--- src/rtl/debounced_switch_bank_pkg.sv ---
// Shared types and sizing helpers for the debounced switch bank.
package debounced_switch_bank_pkg;

   typedef enum logic [1:0] {
      ST_IDLE = 2'd0,
      ST_HELD = 2'd1,
      ST_LONG = 2'd2
   } hold_state_t;

   // Counter width able to hold values 0..limit-1, never narrower than one bit.
   function automatic int cnt_w(input int limit);
      return (limit <= 2) ? 1 : $clog2(limit);
   endfunction

endpackage

--- src/rtl/debounced_switch_bank_debounce_channel.sv ---
// One switch channel: synchroniser, debounce filter, hold FSM, event pulses, toggle latch.
module debounce_channel
   import debounced_switch_bank_pkg::*;
#(
   parameter int DEBOUNCE_LIMIT   = 4,
   parameter int LONG_PRESS_LIMIT = 12,
   parameter bit TOGGLE           = 1'b1
) (
   input  logic clk,
   input  logic rst,
   input  logic sw,
   input  logic clr,
   output logic state_out,
   output logic debounced,
   output logic press_pulse,
   output logic release_pulse,
   output logic long_pulse
);

   localparam int DB_W   = cnt_w(DEBOUNCE_LIMIT);
   localparam int HOLD_W = cnt_w(LONG_PRESS_LIMIT);

   logic              sync_p0, sync_p1;
   logic [DB_W-1:0]   db_cnt;
   logic              deb_q;
   hold_state_t       hold_st;
   logic [HOLD_W-1:0] hold_cnt;
   logic              long_fired;
   logic              toggle_q;
   logic              db_done, rise_now, fall_now;

   // The FSM reacts on the same edge the debounced level changes.
   assign db_done  = (sync_p1 != debounced) && (db_cnt == DB_W'(DEBOUNCE_LIMIT - 1));
   assign rise_now = db_done & sync_p1;
   assign fall_now = db_done & ~sync_p1;

   assign state_out = TOGGLE ? toggle_q : debounced;

   always_ff @(posedge clk) begin
      if (rst) begin
         sync_p0       <= 1'b0;
         sync_p1       <= 1'b0;
         db_cnt        <= '0;
         debounced     <= 1'b0;
         deb_q         <= 1'b0;
         press_pulse   <= 1'b0;
         release_pulse <= 1'b0;
         long_pulse    <= 1'b0;
         hold_st       <= ST_IDLE;
         hold_cnt      <= '0;
         long_fired    <= 1'b0;
         toggle_q      <= 1'b0;
      end else begin
         // synchroniser stage
         sync_p0 <= sw;
         sync_p1 <= sync_p0;

         // debounce stage
         if (sync_p1 == debounced) begin
            db_cnt <= '0;
         end else if (db_done) begin
            debounced <= sync_p1;
            db_cnt    <= '0;
         end else begin
            db_cnt <= db_cnt + 1'b1;
         end

         // event stage: pulses follow the debounced change by one cycle
         deb_q         <= debounced;
         press_pulse   <= debounced & ~deb_q;
         release_pulse <= ~debounced & deb_q;
         long_pulse    <= 1'b0;

         case (hold_st)
            ST_IDLE: begin
               if (rise_now) begin
                  hold_st  <= ST_HELD;
                  hold_cnt <= '0;
               end
            end
            ST_HELD: begin
               if (fall_now) begin
                  hold_st <= ST_IDLE;
               end else if (hold_cnt == HOLD_W'(LONG_PRESS_LIMIT - 1)) begin
                  long_pulse <= 1'b1;
                  long_fired <= 1'b1;
                  hold_st    <= ST_LONG;
               end else begin
                  hold_cnt <= hold_cnt + 1'b1;
               end
            end
            ST_LONG: begin
               if (fall_now) begin
                  hold_st    <= ST_IDLE;
                  long_fired <= 1'b0;
               end
            end
            default: hold_st <= ST_IDLE;
         endcase

         // Only a short press toggles; a coincident clear takes priority.
         if (clr) begin
            toggle_q <= 1'b0;
         end else if (fall_now && hold_st == ST_HELD && !long_fired) begin
            toggle_q <= ~toggle_q;
         end
      end
   end

endmodule

--- src/rtl/debounced_switch_bank.sv ---
// Bank of independent debounced switch channels with press/release/long-press events.
module debounced_switch_bank
   import debounced_switch_bank_pkg::*;
#(
   parameter int                NUM_CH           = 4,
   parameter int                DEBOUNCE_LIMIT   = 250000,
   parameter int                LONG_PRESS_LIMIT = 12500000,
   parameter logic [NUM_CH-1:0] TOGGLE_MASK      = {NUM_CH{1'b1}}
) (
   input  logic              i_Clk,
   input  logic              i_Reset,
   input  logic [NUM_CH-1:0] i_Switch,
   input  logic [NUM_CH-1:0] i_Clear,
   output logic [NUM_CH-1:0] o_State,
   output logic [NUM_CH-1:0] o_Debounced,
   output logic [NUM_CH-1:0] o_Press,
   output logic [NUM_CH-1:0] o_Release,
   output logic [NUM_CH-1:0] o_Long_Press
);

   for (genvar n = 0; n < NUM_CH; n++) begin : g_ch
      debounce_channel #(
         .DEBOUNCE_LIMIT  (DEBOUNCE_LIMIT),
         .LONG_PRESS_LIMIT(LONG_PRESS_LIMIT),
         .TOGGLE          (TOGGLE_MASK[n])
      ) u_ch (
         .clk          (i_Clk),
         .rst          (i_Reset),
         .sw           (i_Switch[n]),
         .clr          (i_Clear[n]),
         .state_out    (o_State[n]),
         .debounced    (o_Debounced[n]),
         .press_pulse  (o_Press[n]),
         .release_pulse(o_Release[n]),
         .long_pulse   (o_Long_Press[n])
      );
   end

endmodule

--- config.mk ---
export PLATFORM = sky130hd
export DESIGN_NAME = debounced_switch_bank
export DESIGN_NICKNAME = d
export VERILOG_FILES = /design/src/rtl/debounced_switch_bank_pkg.sv /design/src/rtl/debounced_switch_bank_debounce_channel.sv /design/src/rtl/debounced_switch_bank.sv
export SDC_FILE = /design/constraint.sdc
export NUM_CORES = 1
export LEC_CHECK = 0
export BUFFER_PORTS_ARGS = -buffer_cell sky130_fd_sc_hd__buf_4
export CAP_MARGIN = 20
export CORE_MARGIN = 1.5
export CORE_UTILIZATION = 55
export DETAILED_ROUTE_END_ITERATION = 16
export GPL_TIMING_DRIVEN = 0
export PLACE_DENSITY_LB_ADDON = 0.12
export SYNTH_ARGS = -nofsm -noshare
export SYNTH_HDL_FRONTEND = slang
export SYNTH_SLANG_ARGS = --single-unit
--- constraint.sdc ---
create_clock -name i_Clk -period 2.35 [get_ports i_Clk]
set_clock_uncertainty 0.05 [all_clocks]
set_input_delay 0.5875 -clock i_Clk [delete_from_list [all_inputs] [get_ports i_Clk]]
set_output_delay 0.5875 -clock i_Clk [all_outputs]
set_load 0.1 [all_outputs]
# After elaboration in Yosys (flattened, before gate mapping)
# Cells that the tools add are included.
totals:
  register_bits: 212
  in_bits: 10
  output_inout_bits: 20
  wordCells: 256
classes:
  n_eq_ne: 48
  bitwise: 40
  n_addsub: 8
  mux: 56
  n_reduce_logical: 56
op_table:
  columns: ["op", "n"]
  rows:
  - ["$mux 24", 12]
  - ["$pmux 24 s2", 4]
  - ["$add 24x1->24 const B", 4]
  - ["$eq 24x24->1 const B", 4]
  - ["$add 18x1->18 const B", 4]
  - ["$eq 18x18->1 const B", 4]
  - ["$mux 2", 16]
  - ["$reduce_and 4->1", 8]
  - ["$ne 2x1->1 const B", 12]
  - ["$not 1->1", 24]
  - ["$pmux 2 s3", 4]
  - ["$reduce_or 3->1", 8]
  - ["$and 1x1->1", 16]
  - ["$mux 1", 16]
  - ["$ne 2x2->1 const B", 8]
  - ["$reduce_bool 2->1", 8]
  - ["$logic_and 1x1->1", 12]
  - ["$ne 3x1->1 const B", 4]
  - ["$reduce_and 3->1", 4]
  - ["$eq 2x1->1 const B", 4]
  - ["$eq 2x2->1 const B", 4]
  - ["$logic_not 2->1", 4]
  - ["$pmux 1 s2", 4]
  - ["$reduce_and 2->1", 4]
  - ["other kinds (4)", 16]

# Depth between registers and ports, before layout
# Gate-level depths: netlist (run 1).
depth:
  depth_word: 5
  ltp_mapped: 9
  mapped_depth_nobuf: 7

# By module
# Synthesis (run 1) repeated with hierarchy kept, for this count alone.
unflattened:
  cells_unflattened: 1180
  hier_area_um2: 10113.4
by_module_without_submodules:
  columns: ["mod", "cells_per_inst", "area_each_um2", "n_inst", "seq_area_each_um2"]
  rows:
  - ["debounce_channel (g_ch[0].u_ch ...)", 289, 2507.4, 2, 1061.0]
  - ["debounce_channel (g_ch[1].u_ch)", 299, 2549.9, 1, 1061.0]
  - ["debounce_channel (g_ch[3].u_ch)", 303, 2548.7, 1, 1061.0]

# Worst setup path before layout (run 1)
# Ideal clock, no wire load.
synth_path:
  path_type: "reg-to-reg"
  startpoint: "register g_ch[0].u_ch.db_cnt[9]"
  endpoint: "register g_ch[0].u_ch.hold_cnt[22]"
  t_arrival_ns: 2.285
  setup_slack_ns: -0.086
  t_required_ns: 2.199
  path_stages_with_launch: 9
  setup_time_ns: 0.101
  cell_sequence: "dfxtp_1 > or4b_1 > nand3b_1 > or4_1 > buf_2 > a311oi_4 > buf_6 > o21ai_1 > o41ai_1"
synth_between:
  elab_chain_cells: 5
  word_cells_on_any_way: 7
  cone_classes: "3 x eq/ne; 2 x bitwise; 2 x reduce/logical"
synth_lines:
  columns: ["element", "line", "text"]
  rows:
  - ["from (decl)", "debounced_switch_bank_debounce_channel.sv:24", "logic [DB_W-1:0] db_cnt;"]
  - ["from (signal assigned)", "debounced_switch_bank_debounce_channel.sv:65", "db_cnt <= db_cnt + 1'b1;"]
  - ["$eq 18x18->1 (*)", "debounced_switch_bank_debounce_channel.sv:33", "assign db_done = (sync_p1 != debounced) && (db_cnt == DB_W'(DEBOUNCE_LIMIT - 1));"]
  - ["$logic_and 1x1->1 (*)", "debounced_switch_bank_debounce_channel.sv:33", null]
  - ["$and 1x1->1, on equally long branches", "debounced_switch_bank_debounce_channel.sv:34, debounced_switch_bank_debounce_channel.sv:35", null]
  - ["$ne 2x1->1 (no line) or $ne 2x2->1 (tied branches)", null, null]
  - ["$reduce_and 4->1 (no line) (*)", null, null]
  - ["to (signal assigned)", "debounced_switch_bank_debounce_channel.sv:89", "hold_cnt <= hold_cnt + 1'b1;"]
  - ["to (decl)", "debounced_switch_bank_debounce_channel.sv:27", "logic [HOLD_W-1:0] hold_cnt;"]
# Mark *: on every way between the ends. The rest lies on a longest branch, timed or not.
# A chain may end at the register's enable or synchronous reset.

# Worst setup path in the final report (run 1)
layout_path:
  startpoint: "register g_ch[1].u_ch.hold_cnt[16]"
  endpoint: "register g_ch[1].u_ch.hold_cnt[12]"
layout_between:
  elab_chain_cells: 3
layout_lines:
  columns: ["element", "line", "text"]
  rows:
  - ["from (decl)", "debounced_switch_bank_debounce_channel.sv:27", null]
  - ["from (signal assigned)", "debounced_switch_bank_debounce_channel.sv:89", null]
  - ["$eq 24x24->1", "debounced_switch_bank_debounce_channel.sv:84", "end else if (hold_cnt == HOLD_W'(LONG_PRESS_LIMIT - 1)) begin"]
  - ["$ne 2x2->1 (no line)", null, null]
  - ["$reduce_and 4->1 (no line)", null, null]
# No other way between the ends.

==> impl_metrics.tcl, run 1 <==
set metrics [dict create \
    hold_ws_ns 0.1684 \
    fmax_ghz 0.4009 \
    p_total_mw 7.655 \
    synth_area_leaders "dfxtp_1 42%, nor2_1 5.7%, o21ai_0 3.8%" \
    setup_slack_ns -0.1444 \
    avgSynthCellArea_um2 8.251 \
    cts.sinks 212 \
    antenna_left 0 \
    clock_latency_ns 0.52 \
    ctsHoldBuffers 0 \
    path_clk_slew_ns 0.06 \
    hold_viol_final 0 \
    worstHoldPathType "in -> reg" \
    final_util 0.7095 \
    status "finished, violations left" \
    fin_cells 1592 \
    synth_edf_count 0 \
    drive_above_1_share 0.2296 \
    ys_seq_elements 212 \
    pre_cts_ws_ns -1.101 \
    maxCapViolCount 0 \
    postPlaceCellArea_um2 10730 \
    setup_viol 21 \
    first_global_vias 8848 \
    cp.arrival_ns 2.91 \
    synth_area_um2 10210 \
    synthesis.instances 1238 \
    dieArea_um2 19400 \
    htree_levels 1 \
    rsz0062_at_grt "true" \
    synth.yosys.warnings 0 \
    fin_crit_sh 1.061 \
    routed-wl-met2_um 13000 \
    post-place-cells 1495 \
    min_period_ns 2.494 \
    synth_cell_types 71 \
    synthTopCellsByCount "212 x dfxtp_1, 154 x nor2_1, 102 x nand2_1, 77 x o21ai_0, 70 x nand3_1" \
    initial_core_util 0.5648 \
    drt-total-wl_um 27400 \
    wl_per_cell_um 17.21 \
    vias 9743 \
    synth-main-ff-cell "dfxtp_1" \
    core-area_um2 18090 \
    clockBufferDepth 3 \
    failed_checks "DRC, setup timing" \
    overflow 0 \
    cp_max_fo 6 \
    dp_hpwl_um 16940 \
    cp-start-kind "register" \
    yosysMostFrequentCell "dfxtp_1" \
    die_h_um 139.3 \
    die_w_um 139.3 \
    wl_met3_um 1643 \
    power.leakage_nw 4.623 \
    io_buffer_count 28 \
    m1WireLength_um 11870 \
    root_buffer "clkbuf_16" \
    place_congestion 0.8920 \
    synth_top_area_frac 0.4155 \
    drt_iter0_markers 996 \
    worst_slew_pin_slew_ns 0.8055 \
    p_per_area_nw_per_um2 596.5 \
    routed.top_layer "met4" \
    async_flop_share 0 \
    drt-pass1-iter-count 12 \
    tns_ns -1.263 \
    grt_max_degree 18 \
    fillers 1368 \
    max-slew-margin-rel 0.4630 \
    drc 1 \
    yosys.area.top_type "dfxtp_1" \
    cts_tree "built" \
    rows 49 \
    grt_usage 0.2645 \
    synth_nets 1256 \
    antenna_found_initial 0 \
    final_nets 1363 \
    cp-end-kind "register" \
    num_antenna_cells 0 \
    num_io_pins 30 \
    worstPathRequired_ns 2.77 \
    design_area_um2 12830 \
    ir_drop_v 0.0006694 \
    grt_pass1_wl_um 43250 \
    ys_seq_area_frac 0.4155 \
    numCtsBuffers 24 \
    drv_slew 0 \
    worst-setup-path-type "reg -> reg" \
    area_growth_pct 25.62 \
    viasPerCell 6.120 \
]
-- registers in the layout, summed over array words and instances (netlist names) --
signal                   count
g_ch.u_ch.hold_cnt          96
g_ch.u_ch.db_cnt            72
g_ch.u_ch.hold_st            8
g_ch.u_ch.deb_q              4
g_ch.u_ch.debounced          4
g_ch.u_ch.long_fired         4
g_ch.u_ch.long_pulse         4
g_ch.u_ch.press_pulse        4
g_ch.u_ch.release_pulse      4
g_ch.u_ch.state_out          4
g_ch.u_ch.sync_p0            4
g_ch.u_ch.sync_p1            4
-- cell usage in the layout (no fill, tap or decap), drive strengths merged, types with 9 or more instances in the layout --
master / count
dfxtp: 212
nor2: 156
buf: 120
nand2: 102
o21ai: 86
nand3: 70
clkbuf: 58
a21oi: 56
nor3: 51
and3: 47
nand4: 42
xor2: 34
xnor2: 33
o31ai: 22
inv: 20
and4: 18
nor4: 18
nor2b: 17
a31oi: 17
or3: 17
nand2b: 11
and2: 11
o21a: 9
a211o: 9
-- area by class of cell --
type | count | area (µm²) | area share
tap | 229 | 286.5 | 0.02233
buffer | 53 | 349.1 | 0.02720
clock buffer | 36 | 726.9 | 0.05665
sequential | 212 | 4278 | 0.3334
multi-input combinational | 944 | 6246 | 0.4867
clock inverter | 8 | 101.3 | 0.007898
timing repair buffer | 89 | 762.0 | 0.05938
inverter | 21 | 82.58 | 0.006435
-- report_power, final --
part           switching, mW  total [mW]  leakage [nW]  internal (mW)
combinational          0.103       0.156          2.49         0.0534
sequential           0.00810        3.61          1.72           3.60
clock                   1.53        3.89         0.412           2.36
total                   1.64        7.65          4.62           6.01
-- what timing repair did --
item,in CTS,in global routing
setup buffers,25,33
pin swaps,31,50
gates cloned,4,2
endpoints found under the setup margin,163,125
resized for setup,103,128
-- worst max-delay path: stages, from the launching register on --
cell and delay [ns]:
dfxtp_1 0.37, or4_1 0.52, or4_4 0.49, o31ai_4 0.42, a21boi_4 0.18, buf_6 0.16, o22ai_2 0.13, a21o_1 0.12
-- cells by family after synthesis --
family	after synthesis	share of synthesized area
buf+inv	84	0.03981
fa+ha+maj	8	0.009800
compound gates	253	0.1568
flops	212	0.4155
mux	10	0.01017
simple gates	604	0.3105
xor+xnor	67	0.05745
-- worst paths after layout --
kind	from	endpoint	slack, ns	depth (start not counted)
worst min register to register	g_ch[1].u_ch.deb_q	g_ch[1].u_ch.press_pulse	0.36	1
worst min-delay path	i_Clear[0]	g_ch[0].u_ch.state_out	0.17	2
worst max register to register	g_ch[1].u_ch.hold_cnt[16]	g_ch[1].u_ch.hold_cnt[12]	-0.14	7
worst max-delay path	g_ch[1].u_ch.hold_cnt[16]	g_ch[1].u_ch.hold_cnt[12]	-0.14	7
-- metal layers --
layer / track usage / up-vias
met2: 0.4394 / 362
li1: - / 4722
met3: 0.03372 / 84
met5: 0 / -
met4: 0.09406 / 0
met1: 0.3546 / 4575
Note: power is estimated with default switching activity, not from simulation.
==> run 2, diff against run 1 <==
--- a/config.mk
+++ b/config.mk
@@ -5,11 +5,12 @@
 export SDC_FILE = /design/constraint.sdc
 export NUM_CORES = 1
 export LEC_CHECK = 0
-export BUFFER_PORTS_ARGS = -buffer_cell sky130_fd_sc_hd__buf_4
 export CAP_MARGIN = 20
+export CORE_ASPECT_RATIO = 1.4
 export CORE_MARGIN = 1.5
 export CORE_UTILIZATION = 55
 export DETAILED_ROUTE_END_ITERATION = 16
+export DONT_BUFFER_PORTS = 1
 export GPL_TIMING_DRIVEN = 0
 export PLACE_DENSITY_LB_ADDON = 0.12
 export SYNTH_ARGS = -nofsm -noshare
==> impl_metrics.tcl, run 2 (synthesis gave the netlist of run 1 again) <==
set metrics [dict create \
    status "finished, violations left" \
    failed_checks "setup timing" \
    r2r-start "g_ch[0].u_ch.db_cnt[9]" \
    ir_drop_v 0.0005032 \
    die_h_um 164.3 \
    drt_iter0_markers 679 \
    root_buffer "clkbuf_16" \
    largest_reg_flops 96 \
    setup_viol 15 \
    worst_slew_pin_slew_ns 0.7866 \
    die_w_um 118.2 \
    largestRegisters "g_ch.u_ch.hold_cnt (96), g_ch.u_ch.db_cnt (72), g_ch.u_ch.hold_st (8)" \
    place_congestion 0.9274 \
    drt-pass1-iter-count 7 \
    dp_hpwl_um 17560 \
    final_nets 1324 \
    cts.sinks 212 \
    min_period_ns 2.398 \
    io_buffer_count 0 \
    path_clk_slew_ns 0.06 \
    final_common_cell "dfxtp_1" \
    worstHoldPathType "in -> reg" \
    ctsHoldBuffers 0 \
    num_io_pins 30 \
    antenna_left 0 \
    power.leakage_nw 4.395 \
    first_global_vias 9045 \
    grt_pass1_wl_um 43120 \
    setup_slack_ns -0.04787 \
    cp-end-kind "register" \
    max-slew-margin-rel 0.4716 \
    wl_per_cell_um 17.18 \
    final_cell_mix "193 x dfxtp_1, 151 x nor2_1, 96 x nand2_1" \
    clockBufferDepth 3 \
    worstPathRequired_ns 2.71 \
    drt-total-wl_um 26820 \
    fin_cells 1561 \
    grt_max_degree 15 \
    htree_levels 1 \
    fmax_ghz 0.4170 \
    p_per_area_nw_per_um2 586.5 \
    cts_tree "built" \
    viasPerCell 6.197 \
    critical_path.startpoint "g_ch[0].u_ch.db_cnt[9]" \
    rows 58 \
    grt_usage 0.2670 \
    overflow 0 \
    area_growth_pct 21.36 \
    tns_ns -0.3334 \
    clock_latency_ns 0.50 \
    worst-setup-path-type "reg -> reg" \
    core-area_um2 18070 \
    cp-start-kind "register" \
    p_total_mw 7.271 \
    initial_core_util 0.5653 \
    max_flop_register "g_ch.u_ch.hold_cnt" \
    drc 0 \
    numCtsBuffers 21 \
    pre_cts_ws_ns -1.098 \
    post-place-cells 1478 \
    rsz0062_at_grt "true" \
    antenna_found_initial 1 \
    fin_crit_sh 1.020 \
    vias 9674 \
    drv_slew 0 \
    min_from "i_Clear[1]" \
    cp_max_fo 5 \
    cp.arrival_ns 2.76 \
    maxCapViolCount 0 \
    drive_above_1_share 0.1947 \
    dieArea_um2 19410 \
    hold_viol_final 0 \
]
-- run 2: changes by cell type in the layout (fill, tap and decap cells not counted), sizes merged --
cell / change
buf: -34
clkbuf: -6
clkinv: -3
clkinvlp: +1
diode: +1
nor2: -1
-- run 2: layer usage --
| metal | vias to the layer above | wire, µm | GRT usage |
|---|---|---|---|
| li1 | 4650 | - | - |
| met1 | 4618 | 10760 | 0.2991 |
| met2 | 313 | 13660 | 0.5016 |
| met3 | 93 | 1307 | 0.03681 |
| met4 | 0 | 1090 | 0.1175 |
| met5 | - | 0 | 0 |
-- run 2: path summary, 6_finish.rpt --
| check | to | slack [ns] | depth (start not counted) |
|---|---|---|---|
| setup / recovery | g_ch[0].u_ch.hold_cnt[16] | -0.05 | 8 |
| hold / removal | g_ch[1].u_ch.state_out | 0.10 | 1 |
| setup reg to reg | g_ch[0].u_ch.hold_cnt[16] | -0.05 | 8 |
| hold reg to reg | g_ch[0].u_ch.press_pulse | 0.36 | 1 |
-- run 2: timing repair --
item,4_1_cts,5_1_grt
hold endpoints to repair,0,0
pin swaps,40,30
endpoints found under the setup margin,164,131
buffers inserted,29,20
gates resized for setup,103,97
cloned,4,1
-- run 2: worst max-delay path, stage by stage, from the launching register on --
cell and delay [ns]:
dfxtp_4 0.35, or4b_4 0.53, nand3b_1 0.21, or4_4 0.49, a311oi_4 0.23, buf_6 0.18
buf_6 0.14, o21ai_2 0.06, o31ai_1 0.07
-- run 2: where the power goes --
part | internal [mW] | total (mW) | switching, mW | leakage [nW]
Combinational | 0.0444 | 0.142 | 0.0973 | 2.32
Clock | 2.11 | 3.52 | 1.41 | 0.359
Sequential | 3.60 | 3.61 | 0.00853 | 1.72
Total | 5.75 | 7.27 | 1.52 | 4.39
-- run 2: stage by stage --
step           area (µm²)    util  hold WS [ns]
5_1_grt             12390  0.6859       0.09653
3_5_place_dp        10540  0.5830        0.3526
6_report            12400  0.6861        0.1011
3_3_place_gp        10540  0.5830        0.3396
2_1_floorplan       10230       -        0.3335
4_1_cts             11880  0.6572       0.08582
-- run 2: cell type report --
| cell class | instances | area, µm² |
|---|---|---|
| antenna | 1 | 2.502 |
| buffer | 54 | 347.8 |
| clock buffer | 31 | 643.1 |
| clock inverter | 6 | 82.58 |
| fill | 1466 | 5673 |
| inverter | 21 | 82.58 |
| multi-input combinational | 943 | 6176 |
| sequential | 212 | 4280 |
| tap | 240 | 300.3 |
| timing repair buffer | 53 | 481.7 |
==> run 3, diff against run 2 <==
--- a/config.mk
+++ b/config.mk
@@ -15,4 +15,5 @@
 export PLACE_DENSITY_LB_ADDON = 0.12
 export SYNTH_ARGS = -nofsm -noshare
 export SYNTH_HDL_FRONTEND = slang
+export SYNTH_HIERARCHICAL = 1
 export SYNTH_SLANG_ARGS = --single-unit
==> impl_metrics.tcl, run 3 <==
set metrics [dict create \
    status "finished, violations left" \
    failed_checks "setup timing" \
    fin_crit_sh 1.017 \
    ys_seq_area_frac 0.4196 \
    ff2ff_setup_slack_ns -0.04 \
    setup_slack_ns -0.04038 \
    final_common_cell "dfxtp_1" \
    initial_core_util 0.5619 \
    avgSynthCellArea_um2 8.571 \
    grt_max_degree 19 \
    overflow 0 \
    power.leakage_nw 3.677 \
    synth_top_area_frac 0.4196 \
    io_buffer_count 0 \
    reg2reg_depth 8 \
    ff_latch_area_um2 4272 \
    critical_path.startpoint "g_ch[2].u_ch/db_cnt[13]" \
    final_cell_mix "196 x dfxtp_1, 141 x nor2_1, 110 x nand2_1" \
    cp-end-kind "register" \
    cp-start-kind "register" \
    drive_above_1_share 0.1589 \
    num_antenna_cells 0 \
    fillers 1558 \
    area_growth_pct 15.09 \
    final_nets 1249 \
    dieArea_um2 19220 \
    p_sw_mw 1.479 \
    p_per_area_nw_per_um2 618.0 \
    drv_slew 0 \
    viasPerCell 6.065 \
    antenna_found_initial 0 \
    drt-pass1-iter-count 5 \
    async_flop_share 0 \
    drt_iter0_markers 496 \
    drc 0 \
    num_io_pins 30 \
    grt_usage 0.2428 \
    clockBufferDepth 3 \
    synth_edf_count 0 \
    yosysMostFrequentCell "dfxtp_1" \
    max_flop_register "g_ch.u_ch/hold_cnt" \
    drt-total-wl_um 23900 \
    hold_viol_final 0 \
    rows 58 \
    dp_hpwl_um 16280 \
    worst_slew_pin_slew_ns 0.9950 \
    wl_per_cell_um 16.08 \
    cp.arrival_ns 2.78 \
    numCtsBuffers 22 \
    worstHoldPathType "in -> reg" \
    setup_viol 1 \
    grt_pass1_wl_um 39980 \
    seqPwrFrac 0.501 \
    fmax_ghz 0.4183 \
    r2r-end "g_ch[2].u_ch/hold_cnt[13]" \
    min_from "i_Clear[3]" \
    switching_share 0.2055 \
    whs_endpoint "g_ch[3].u_ch/state_out" \
    cts_tree "built" \
    worst-setup-path-type "reg -> reg" \
    min_period_ns 2.390 \
    r2r-start "g_ch[2].u_ch/db_cnt[13]" \
    post-place-cells 1420 \
    final_util 0.6468 \
    largest_reg_flops 96 \
    synth_area_leaders "dfxtp_1 42%, nor2_1 5.3%, nand3_1 4.4%" \
    place_congestion 0.9098 \
    cp_max_fo 6 \
    synth_nets 1198 \
    root_buffer "clkbuf_16" \
    yosys.area.top_type "dfxtp_1" \
    worstPathRequired_ns 2.74 \
    ys_seq_elements 212 \
    maxCapViolCount 0 \
    synthesis.instances 1180 \
    core-area_um2 18000 \
    pwr-share-clk 0.483 \
    first_global_vias 8586 \
    largestRegisters "g_ch.u_ch/hold_cnt (96), g_ch.u_ch/db_cnt (72), g_ch.u_ch/hold_st (8)" \
    antenna_left 0 \
    min_delay_path_depth 1 \
    synth_area_um2 10110 \
    htree_levels 1 \
    clock_latency_ns 0.50 \
    max-slew-margin-rel 0.3357 \
    fin_cells 1486 \
    die_w_um 117.6 \
    p_int_mw 5.715 \
    synth-main-ff-cell "dfxtp_1" \
    path_clk_slew_ns 0.06 \
    cts.sinks 212 \
    synthTopCellsByCount "212 x dfxtp_1, 144 x nor2_1, 112 x nand2_1, 89 x nand3_1, 37 x xnor2_1" \
    synth.yosys.warnings 6 \
    vias 9013 \
    synth_cell_types 75 \
    hold_ws_ns 0.09880 \
    ir_drop_v 0.0005433 \
    multi_input_area_um2 5778 \
    die_h_um 163.4 \
    p_comb_frac 0.016 \
]
run 3: cell count changes in the layout (fill, tap and decap cells not counted), sizes merged, moves of 15 or more:
cell | before | now
buf | 86 | 54
nand3 | 70 | 95
a21oi | 56 | 34
nor3 | 51 | 33
o211ai | 2 | 31
and4 | 18 | 3
o21ai | 86 | 43
run 3: layer usage:
metal / GRT usage / share of wire
met4: 0.1109 / 0.036
met1: 0.2861 / 0.42
met3: 0.03038 / 0.038
met2: 0.4402 / 0.51
met5: 0 / 0
run 3: logic make-up (layout without fill, tap and decap cells):
| kind of cell | count (synthesis) | in the layout | synth area share |
|---|---|---|---|
| compound gates | 226 | 226 | 0.1570 |
| xor+xnor | 67 | 67 | 0.05802 |
| fa+ha+maj | 8 | 8 | 0.009898 |
| buf+inv | 67 | 133 | 0.03328 |
| flops | 212 | 212 | 0.4196 |
| mux | 9 | 9 | 0.008908 |
| simple gates | 591 | 591 | 0.3133 |
run 3: through the flow:
stage          setup TNS, ns  power (mW)  setup slack, ns  cell area [µm²]
2_1_floorplan              0       3.758           0.1248            10120
3_3_place_gp          -7.627       3.792          -0.2163            10420
3_5_place_dp          -7.730       3.791          -0.2363            10420
4_1_cts                    0       7.264         0.002317            11240
5_1_grt              -0.3406       7.421         -0.09654            11640
6_report            -0.04038       7.194         -0.04038            11640
run 3: cell type report:
cell class / count / share of cell area
Buffer: 36 / 0.01946
Tap cell: 240 / 0.02580
Clock inverter: 6 / 0.004730
Multi-Input combinational cell: 901 / 0.4964
Inverter: 29 / 0.009352
Clock buffer: 33 / 0.05783
Sequential cell: 212 / 0.3670
Timing Repair Buffer: 29 / 0.01946
run 3: power by group through the flow:
stage                     Clock (mW)  Sequential (mW)  Combinational, mW
after floorplan                    0             3.69             0.0726
final                           3.47             3.61              0.115
after global routing            3.69             3.60              0.125
after CTS                       3.55             3.60              0.107
after global placement             0             3.69              0.105
after detailed placement           0             3.69              0.104
run 3: timing repair:
item | CTS | global route
hold buffers | 0 | 0
setup endpoints to repair | 63 | 122
hold endpoints to repair | 0 | 0
resized for setup | 15 | 60
pin swaps | 4 | 15
setup buffers | 6 | 22
run 3: critical path: stages (launching register included):
cell,delay (ns)
dfxtp_1,0.34
nor4_1,0.33
nand4_1,0.18
buf_6,0.17
nor4_4,0.46
o21bai_2,0.17
buf_6,0.15
or3_1,0.34
a21oi_1,0.13
run 3: worst max path at each step:
stage / endpoint / cells after the start / slack [ns]
CTS: g_ch[2].u_ch/hold_cnt[4] / 8 / 0.002
global route: g_ch[2].u_ch/hold_cnt[13] / 8 / -0.1
detailed placement: g_ch[1].u_ch/hold_cnt[3] / 8 / -0.24
finish: g_ch[2].u_ch/hold_cnt[13] / 8 / -0.04
global placement: g_ch[1].u_ch/hold_cnt[21] / 8 / -0.22
floorplan: g_ch[1].u_ch/hold_cnt[16] / 5 / 0.12
